## config.mk

```make
export PLATFORM = sky130hd
export DESIGN_NAME = debounce_bank
export DESIGN_NICKNAME = d
export VERILOG_FILES = /design/src/rtl/debounce_pkg.sv /design/src/rtl/debounce_channel.sv /design/src/rtl/debounce_bank.sv
export SDC_FILE = /design/constraint.sdc
export NUM_CORES = 1
export LEC_CHECK = 0
export CORE_UTILIZATION = 59
export DETAILED_ROUTE_END_ITERATION = 10
export PLACE_DENSITY = 0.78
export SETUP_SLACK_MARGIN = 0.5
export SLEW_MARGIN = 20
export SYNTH_ARGS = -nofsm -noshare
export SYNTH_HDL_FRONTEND = slang
export SYNTH_SLANG_ARGS = --single-unit
export TNS_END_PERCENT = 100
```

## constraint.sdc

```tcl
create_clock -name piul1Clock -period 2.51 [get_ports piul1Clock]
set_input_delay 0.6275 -clock piul1Clock [delete_from_list [all_inputs] [get_ports piul1Clock]]
set_output_delay 0.6275 -clock piul1Clock [all_outputs]
set_load 0.02 [all_outputs]
```

## src/rtl/debounce_pkg.sv

```systemverilog
// Shared types and sizing helpers for the debounce bank.
// Holds the per-channel FSM state encoding and the counter-width function.
package debounce_pkg;

   typedef enum logic {
      WAIT  = 1'b0,
      COUNT = 1'b1
   } state_t;

   // Wide enough to hold DELAY_CC itself, so the counter can never wrap.
   function automatic int cnt_width(input int delay_cc);
      return $clog2(delay_cc + 1);
   endfunction

endpackage

```

## src/rtl/debounce_channel.sv

```systemverilog
// One debounce lane: input synchroniser, WAIT/COUNT stability FSM,
// debounced level register and registered rise/fall pulses.
module debounce_channel
   import debounce_pkg::*;
#(
   parameter int   DELAY_CC    = 50000,
   parameter int   SYNC_STAGES = 2,
   parameter logic FAST_ASSERT = 1'b0,
   parameter logic RESET_VALUE = 1'b0
) (
   input  logic clk,
   input  logic rst,
   input  logic raw,
   output logic level,
   output logic rise,
   output logic fall,
   output logic busy_next
);

   localparam int CNT_W = cnt_width(DELAY_CC);
   localparam logic [CNT_W-1:0] CNT_LAST = CNT_W'(DELAY_CC - 1);

   logic [SYNC_STAGES-1:0] sync;
   logic                   s;
   state_t                 state, state_n;
   logic [CNT_W-1:0]       cnt, cnt_n;
   logic                   level_n;

   always_ff @(posedge clk) begin
      if (rst) begin
         sync <= {SYNC_STAGES{RESET_VALUE}};
      end else begin
         sync <= {sync[SYNC_STAGES-2:0], raw};
      end
   end

   assign s = sync[SYNC_STAGES-1];

   always_comb begin
      state_n = state;
      cnt_n   = cnt;
      level_n = level;
      case (state)
         WAIT: begin
            cnt_n = '0;
            if (s != level) begin
               // Fast-assert lanes take a rising level immediately; falling still debounces.
               if (FAST_ASSERT && !level) begin
                  level_n = 1'b1;
               end else begin
                  state_n = COUNT;
                  cnt_n   = CNT_W'(1);
               end
            end
         end
         COUNT: begin
            if (s == level) begin
               state_n = WAIT;
               cnt_n   = '0;
            end else if (cnt == CNT_LAST) begin
               level_n = s;
               state_n = WAIT;
               cnt_n   = '0;
            end else begin
               cnt_n = cnt + CNT_W'(1);
            end
         end
      endcase
   end

   always_ff @(posedge clk) begin
      if (rst) begin
         state <= WAIT;
         cnt   <= '0;
         level <= RESET_VALUE;
         rise  <= 1'b0;
         fall  <= 1'b0;
      end else begin
         state <= state_n;
         cnt   <= cnt_n;
         level <= level_n;
         rise  <= level_n & ~level;
         fall  <= ~level_n & level;
      end
   end

   // Exposed pre-register so the top-level busy flop lines up with the COUNT state.
   assign busy_next = (state_n == COUNT);

endmodule

```

## src/rtl/debounce_bank.sv

```systemverilog
// Bank of independent debounced inputs with per-channel fast-assert and
// reset-value options plus an aggregate busy flag.
module debounce_bank
   import debounce_pkg::*;
#(
   parameter int                  CHANNELS         = 4,
   parameter int                  DELAY_CC         = 50000,
   parameter int                  SYNC_STAGES      = 2,
   parameter logic [CHANNELS-1:0] FAST_ASSERT_MASK = '0,
   parameter logic [CHANNELS-1:0] RESET_VALUE      = '0
) (
   input  logic                piul1Clock,
   input  logic                piul1Reset,
   input  logic [CHANNELS-1:0] piulvIn,
   output logic [CHANNELS-1:0] poulvOut,
   output logic [CHANNELS-1:0] poulvRise,
   output logic [CHANNELS-1:0] poulvFall,
   output logic                poul1Busy
);

   logic [CHANNELS-1:0] busy_next;
   logic                busy;

   for (genvar g = 0; g < CHANNELS; g++) begin : g_ch
      debounce_channel #(
         .DELAY_CC    (DELAY_CC),
         .SYNC_STAGES (SYNC_STAGES),
         .FAST_ASSERT (FAST_ASSERT_MASK[g]),
         .RESET_VALUE (RESET_VALUE[g])
      ) u_ch (
         .clk       (piul1Clock),
         .rst       (piul1Reset),
         .raw       (piulvIn[g]),
         .level     (poulvOut[g]),
         .rise      (poulvRise[g]),
         .fall      (poulvFall[g]),
         .busy_next (busy_next[g])
      );
   end

   always_ff @(posedge piul1Clock) begin
      if (piul1Reset) begin
         busy <= 1'b0;
      end else begin
         busy <= |busy_next;
      end
   end

   assign poul1Busy = busy;

endmodule
```

==> results of run 1 <==
==> final timing paths <==
kind	slack (ps)	start	to	cells past startpoint
setup reg to reg	530	g_ch[0].u_ch.cnt[11]$_SDFF_PP0_	g_ch[0].u_ch.rise$_SDFF_PP0_	4
setup / recovery	530	g_ch[0].u_ch.cnt[11]$_SDFF_PP0_	g_ch[0].u_ch.rise$_SDFF_PP0_	4
hold / removal	430	g_ch[0].u_ch.sync[0]$_SDFF_PP0_	g_ch[0].u_ch.sync[1]$_SDFF_PP0_	1
hold reg to reg	430	g_ch[0].u_ch.sync[0]$_SDFF_PP0_	g_ch[0].u_ch.sync[1]$_SDFF_PP0_	1
==> routing by layer <==
layer  track usage  vias to the layer above
met5             0                        -
met4        0.0877                        0
met3        0.0444                       10
met2         0.370                       43
met1         0.269                     1393
li1              -                     1472
==> kinds of logic (layout without fill, tap and decap cells) <==
| kind of cell | after synthesis | in the layout | synth area share |
|---|---|---|---|
| buffers and inverters | 29 | 48 | 0.0437 |
| DFF | 89 | 89 | 0.472 |
| muxes | 2 | 2 | 0.00530 |
| and+or+nand+nor | 207 | 207 | 0.303 |
| xor gates and xnor gates | 46 | 46 | 0.107 |
| adders and majority gates | 4 | 4 | 0.0133 |
| AOI/OAI and AO/OA | 37 | 37 | 0.0560 |
==> stage by stage <==
step           power, uW  hold slack (ps)  area [um^2]
6_report            2760              435         4260
5_1_grt             2840              457         4260
4_1_cts             2780              437         4230
3_5_place_dp        1500              425         3960
3_3_place_gp        1500              417         3960
2_1_floorplan       1480              414         3780
==> repair_timing <==
action | 4_1_cts | 5_1_grt
pin swaps | 0 | 0
endpoints found under the setup margin | 5 | 15
buffers inserted | 0 | 0
gates resized for setup | 5 | 9
==> cells in the final DEF (no fill, tap or decap), types with 2 or more instances in the layout <==
master / n
xor2_1: 19
nor4_1: 8
clkdlybuf4s50_1: 14
and2_1: 4
dfxtp_1: 85
nor2b_1: 11
mux2i_1: 2
o21ai_0: 10
nor3b_1: 8
nor4b_1: 4
inv_1: 9
ha_1: 3
nor2_1: 53
xnor2_1: 27
o31ai_1: 4
a21boi_0: 4
nand4b_1: 2
dfxtp_2: 4
nand4_1: 18
or4_4: 2
or4b_2: 2
and4b_1: 2
or2_2: 4
bufinv_16: 4
nor3_1: 8
and4_1: 5
clkbuf_8: 11
nand3_1: 24
or3_1: 7
dlygate4sd2_1: 4
nand2_1: 23
buf_4: 4
or4b_1: 2
or4_1: 8
and3_1: 7
a21oi_1: 17
==> power groups by stage <==
| stage | combinational (uW) | sequential, uW | clock, uW |
|---|---|---|---|
| finish | 35.5 | 1430 | 1300 |
| global route | 39.5 | 1430 | 1370 |
| CTS | 35.7 | 1430 | 1320 |
| detailed placement | 34.9 | 1460 | 0 |
| global placement | 34.3 | 1460 | 0 |
| floorplan | 18.7 | 1460 | 0 |
==> cell type report <==
cell class | instances | area [um^2] | share of cell area
sequential | 89 | 1790 | 0.420
inverter | 9 | 33.8 | 0.00793
tap | 75 | 93.8 | 0.0220
clock inverter | 5 | 125 | 0.0294
clock buffer | 11 | 151 | 0.0356
multi-input combinational | 296 | 1850 | 0.435
timing repair buffer | 23 | 216 | 0.0508
==> worst register-to-register path, delay by kind of cell, from the launching register on <==
family | cells | cell delay [ps]
flip-flops | 1 | 350
AND/OR/NAND/NOR | 4 | 1550
==> flip-flops by register name (all words and copies together), names as in the netlist <==
register         flops
g_ch.u_ch.state      4
g_ch.u_ch.rise       4
g_ch.u_ch.cnt       64
poul1Busy            1
g_ch.u_ch.sync       8
g_ch.u_ch.fall       4
g_ch.u_ch.level      4
==> impl_metrics.env, run 1 <==
export IMPL_maxSlewHeadroom=0.662
export IMPL_firstDrtPassIters=4
export IMPL_crit_buf_inv=0
export IMPL_pwr_share_comb=0.013
export IMPL_period_share=0.790
export IMPL_fillers=484
export IMPL_cts_buffers=9
export IMPL_utilization=0.703
export IMPL_crit_required_ps=2790
export IMPL_area_growth_pct=12.8
export IMPL_max_stage_delay_ps=570
export IMPL_ys_seq_elements=89
export IMPL_tightestPinTransition_ps=505
export IMPL_max_cap_violations=0
export IMPL_synth_top_area_frac=0.472
export IMPL_period_needed_ps=1980
export IMPL_setup_viol=0
export IMPL_grt_max_degree=17
export IMPL_power_frac_clock=0.470
export IMPL_die_x_um=82
export IMPL_netlist_top_cells_area="dfxtp_1 (47%), xnor2_1 (6.3%), nor2_1 (5.3%), xor2_1 (4.4%), nand3_1 (3.3%)"
export IMPL_worst_clock_skew_ps=9.11
export IMPL_yosys_area_top_type="dfxtp_1"
export IMPL_via_count=2918
export IMPL_antenna_found_initial=0
export IMPL_n_antenna_cell=0
export IMPL_finalNetCount=438
export IMPL_crit_fanout=4
export IMPL_pin_count=19
export IMPL_hpwl_um=4550
export IMPL_dieArea_mm2=0.00672
export IMPL_switching_share=0.183
export IMPL_synth_edf_count=0
export IMPL_dpl_cell_count=492
export IMPL_cp_start_kind="register"
export IMPL_p_per_area_mw_per_mm2=648
export IMPL_port_buffers=18
export IMPL_initial_core_util=0.623
export IMPL_ir_worst_vdd_v=0.000474
export IMPL_hold_violations=0
export IMPL_yosysWarningCount=0
export IMPL_core_area_mm2=0.00606
export IMPL_ys_flop_type="dfxtp_1"
export IMPL_wl_met1_um=3240
export IMPL_via_per_inst=5.74
export IMPL_async_flop_share=0
export IMPL_avgSynthCellArea_um2=9.12
export IMPL_drc=0
export IMPL_synth_common_cells="dfxtp_1 (89), nor2_1 (53), xnor2_1 (27), nand3_1 (25), nand2_1 (23)"
export IMPL_fin_tns_setup_ps=0
export IMPL_cts_tree="done"
export IMPL_rsz0062_at_grt="yes"
export IMPL_cts_sinks=89
export IMPL_cts_hold_buf=0
export IMPL_clk_pin_slew_ps=90
export IMPL_syn_nets=424
export IMPL_p_int_uw=2260
export IMPL_maxSlewViolCount=0
export IMPL_crit_path_end_kind="register"
export IMPL_max_freq_mhz=504
export IMPL_drive_gt1_frac=0.0855
export IMPL_cts_root_buf="clkbuf_8"
export IMPL_crit_type="reg2reg"
export IMPL_syn_instance_count=414
export IMPL_met2_length_um=3340
export IMPL_dr_wl_met3_um=180
export IMPL_finalNonFillerCells=508
export IMPL_yosysSeqAreaShare=0.472
export IMPL_setup_ws_ps=527
export IMPL_worst_skew_pair_late_latency_ps=350
export IMPL_yosys_cell_types_count=37
export IMPL_rows=28
export IMPL_crit_path_top_delay_cell="or4_4"
export IMPL_p_switching_uw=504
export IMPL_syn_area_mm2=0.00378
export IMPL_drt_wl_total_um=6870
export IMPL_crit_chain="or4_4, or4_1, or2_1, nor3b_1"
export IMPL_grt_pass1_vias=2657
export IMPL_ant_nets=0
export IMPL_dpl_worst_slack_ps=457
export IMPL_gp_congestion=0.814
export IMPL_status="finished clean"
export IMPL_hold_class="reg2reg"
export IMPL_grt_remaining_overflow=0
export IMPL_cp_arrival_ps=2260
export IMPL_yosysMostFrequentCell="dfxtp_1"
export IMPL_detail_route_wl_per_cell_um=13.5
export IMPL_drtIter0Drc=138
export IMPL_highest_layer="met4"
export IMPL_seq_power_share=0.517
export IMPL_h_tree_depth=3
export IMPL_p_leak_uw=0.00133
export IMPL_path_delay_family="simple AND/OR/NAND/NOR gates"
export IMPL_grt_total_usage=0.218
export IMPL_die_h_um=82
export IMPL_cts_buffer_depth=2
export IMPL_grt_pass1_wl_um=11300
(Power assumes the default switching activity.)
==> run 2: changes to the inputs <==
--- a/config.mk
+++ b/config.mk
@@ -5,9 +5,9 @@
 export SDC_FILE = /design/constraint.sdc
 export NUM_CORES = 1
 export LEC_CHECK = 0
-export CORE_UTILIZATION = 59
+export CORE_UTILIZATION = 53
 export DETAILED_ROUTE_END_ITERATION = 10
-export PLACE_DENSITY = 0.78
+export PLACE_DENSITY = 0.74
 export SETUP_SLACK_MARGIN = 0.5
 export SLEW_MARGIN = 20
 export SYNTH_ARGS = -nofsm -noshare
==> constraint.sdc (replaced) <==
create_clock -name piul1Clock -period 1.8 [get_ports piul1Clock]
set_input_delay 0.45 -clock piul1Clock [delete_from_list [all_inputs] [get_ports piul1Clock]]
set_output_delay 0.45 -clock piul1Clock [all_outputs]
set_load 0.02 [all_outputs]
==> run 2 against run 1 <==
  * The flow now finishes with violations (setup timing)
  * Register-to-register slack lost 580 ps
  * Clock skew up 8.5 ps
  * Clock power shrank 8%
  * Sequential share of layout area down 6.4 points
==> impl_metrics.env, run 2 (same netlist as run 1, synthesis figures left out) <==
export IMPL_r2r_setup_slack_ps=-60
export IMPL_largestRegisters="g_ch.u_ch.cnt x64, g_ch.u_ch.sync x8"
export IMPL_drive_gt1_frac=0.450
export IMPL_finalNonFillerCells=587
export IMPL_period_needed_ps=1860
export IMPL_cp_common_cell="or4_4"
export IMPL_postLayoutCellArea_mm2=0.00526
export IMPL_hold_path_cell_count=1
export IMPL_grt_max_degree=16
export IMPL_grt_pass1_wl_um=14400
export IMPL_power_frac_clock=0.368
export IMPL_dpl_worst_slack_ps=-68.7
export IMPL_hold_violations=0
export IMPL_crit_buf_inv=0
export IMPL_firstDrtPassIters=5
export IMPL_dieArea_mm2=0.00747
export IMPL_violations="setup timing"
export IMPL_fin_tns_setup_ps=-452
export IMPL_seq_power_share=0.611
export IMPL_p_leak_uw=0.00171
export IMPL_maxSlewViolCount=0
export IMPL_maxSlewHeadroom=0.768
export IMPL_antenna_found_initial=0
export IMPL_worst_clock_skew_ps=17.6
export IMPL_drt_wl_total_um=9750
export IMPL_ir_worst_vdd_v=0.000428
export IMPL_cts_tree="done"
export IMPL_top_register="g_ch.u_ch.cnt"
export IMPL_pin_count=19
export IMPL_n_antenna_cell=0
export IMPL_ant_nets=0
export IMPL_status="complete, but fails checks"
export IMPL_setup_viol=19
export IMPL_r2r_end="g_ch[0].u_ch.fall$_SDFF_PP0_"
export IMPL_worst_skew_pair_late_latency_ps=360
export IMPL_p_switching_uw=741
export IMPL_path_delay_family="simple AND/OR/NAND/NOR gates"
export IMPL_setup_ws_ps=-56.6
export IMPL_switching_share=0.230
export IMPL_p_int_uw=2490
export IMPL_cp_start_kind="register"
export IMPL_r2r_start="g_ch[0].u_ch.cnt[11]$_SDFF_PP0_"
export IMPL_largest_register_ffs=64
export IMPL_cts_buffer_depth=2
export IMPL_cts_sinks=89
export IMPL_via_count=3332
export IMPL_p_per_area_mw_per_mm2=613
export IMPL_total_power_uw=3230
export IMPL_crit_path_end_kind="register"
export IMPL_die_h_um=86.4
export IMPL_grt_remaining_overflow=0
export IMPL_cp_arrival_ps=2140
export IMPL_min_from="g_ch[3].u_ch.sync[0]$_SDFF_PP0_"
export IMPL_hold_class="reg2reg"
export IMPL_crit_fanout=3
export IMPL_placed_cell_area_mm2=0.00436
export IMPL_crit_chain="or4_4, or4_4, or2_4, nor3b_2"
export IMPL_fillers=412
export IMPL_finalNetCount=497
export IMPL_via_per_inst=5.68
export IMPL_rsz0062_at_grt="yes"
export IMPL_tightestPinTransition_ps=344
export IMPL_period_share=1.03
export IMPL_mostFrequentLayoutCells="buf_4 (59), dfxtp_1 (51), nor2_1 (33)"
export IMPL_max_stage_delay_ps=540
export IMPL_initial_core_util=0.553
export IMPL_grt_total_usage=0.243
export IMPL_cts_root_buf="clkbuf_8"
export IMPL_crit_type="reg2reg"
export IMPL_reg2reg_depth=4
export IMPL_pwr_share_comb=0.021
export IMPL_max_cap_violations=0
export IMPL_dpl_cell_count=542
export IMPL_cts_buffers=9
export IMPL_crit_path_top_delay_cell="or4_4"
export IMPL_crit_required_ps=2080
export IMPL_port_buffers=18
export IMPL_cts_hold_buf=0
export IMPL_grt_pass1_vias=3145
export IMPL_final_common_cell="buf_4"
export IMPL_holdPathEnd="g_ch[3].u_ch.sync[1]$_SDFF_PP0_"
export IMPL_core_area_mm2=0.00683
export IMPL_gp_congestion=0.884
export IMPL_die_x_um=86.4
export IMPL_drtIter0Drc=163
export IMPL_hpwl_um=5120
export IMPL_drc=0
export IMPL_detail_route_wl_per_cell_um=16.6
export IMPL_clk_pin_slew_ps=100
export IMPL_h_tree_depth=3
export IMPL_area_growth_pct=39.4
export IMPL_max_freq_mhz=539
export IMPL_rows=30
## run 2: cell count changes in the layout (fill, tap and decap cells not counted), sizes merged
cell / change
dlygate4sd2: -4
clkinv: +2
clkdlybuf4s50: -9
bufinv: -4
clkinvlp: +2
buf: +71
## run 2: metal layers
layer  share of wire  global-route usage
met5               0                   0
met4           0.024              0.0970
met3           0.036              0.0410
met2            0.51               0.418
met1            0.43               0.302
## run 2: worst max path at each step
| stage | start | to | depth (start not counted) | slack [ps] |
|---|---|---|---|---|
| detailed placement | g_ch[0].u_ch.cnt[13]$_SDFF_PP0_ | g_ch[0].u_ch.fall$_SDFF_PP0_ | 4 | -70 |
| floorplan | g_ch[0].u_ch.cnt[13]$_SDFF_PP0_ | g_ch[0].u_ch.rise$_SDFF_PP0_ | 4 | -20 |
| global route | g_ch[0].u_ch.cnt[11]$_SDFF_PP0_ | g_ch[0].u_ch.fall$_SDFF_PP0_ | 4 | -120 |
| global placement | g_ch[0].u_ch.cnt[13]$_SDFF_PP0_ | g_ch[0].u_ch.rise$_SDFF_PP0_ | 4 | -40 |
| CTS | g_ch[0].u_ch.cnt[11]$_SDFF_PP0_ | g_ch[0].u_ch.rise$_SDFF_PP0_ | 4 | -70 |
| finish | g_ch[0].u_ch.cnt[11]$_SDFF_PP0_ | g_ch[0].u_ch.fall$_SDFF_PP0_ | 4 | -60 |
## run 2: power by group through the flow
stage,Sequential (uW),Combinational [uW],Clock [uW]
2_1_floorplan,2040,27.5,0
3_3_place_gp,2040,54.5,0
3_5_place_dp,2040,55.5,0
4_1_cts,1980,62.1,1200
5_1_grt,1970,72.8,1310
6_report,1970,67.4,1190
## run 2: what timing repair did
action,in CTS,in global routing
gates cloned,0,1
setup endpoints to repair,94,90
endpoints found under the hold margin,0,0
gates resized for setup,139,70
pin swaps,31,15
buffers inserted,23,6
## run 2: worst reg2reg max path, cell delays in order (launching register included)
cell	delay [ps]
dfxtp_2	320
or4_4	540
or4_4	520
or2_4	250
nor3b_2	160
## run 2: final cells by class
| class | count | area (um^2) | share of cell area |
|---|---|---|---|
| sequential | 89 | 1870 | 0.356 |
| clock inverter | 5 | 33.8 | 0.00642 |
| inverter | 9 | 33.8 | 0.00642 |
| clock buffer | 10 | 128 | 0.0243 |
| tap | 96 | 120 | 0.0228 |
| timing repair buffer | 82 | 721 | 0.137 |
| multi-input combinational | 296 | 2350 | 0.447 |
## run 2: per-stage QoR
step | utilization | hold slack (ps)
floorplan | - | 414
global placement | 0.638 | 426
detailed placement | 0.638 | 429
CTS | 0.722 | 449
global route | 0.770 | 463
finish | 0.770 | 461
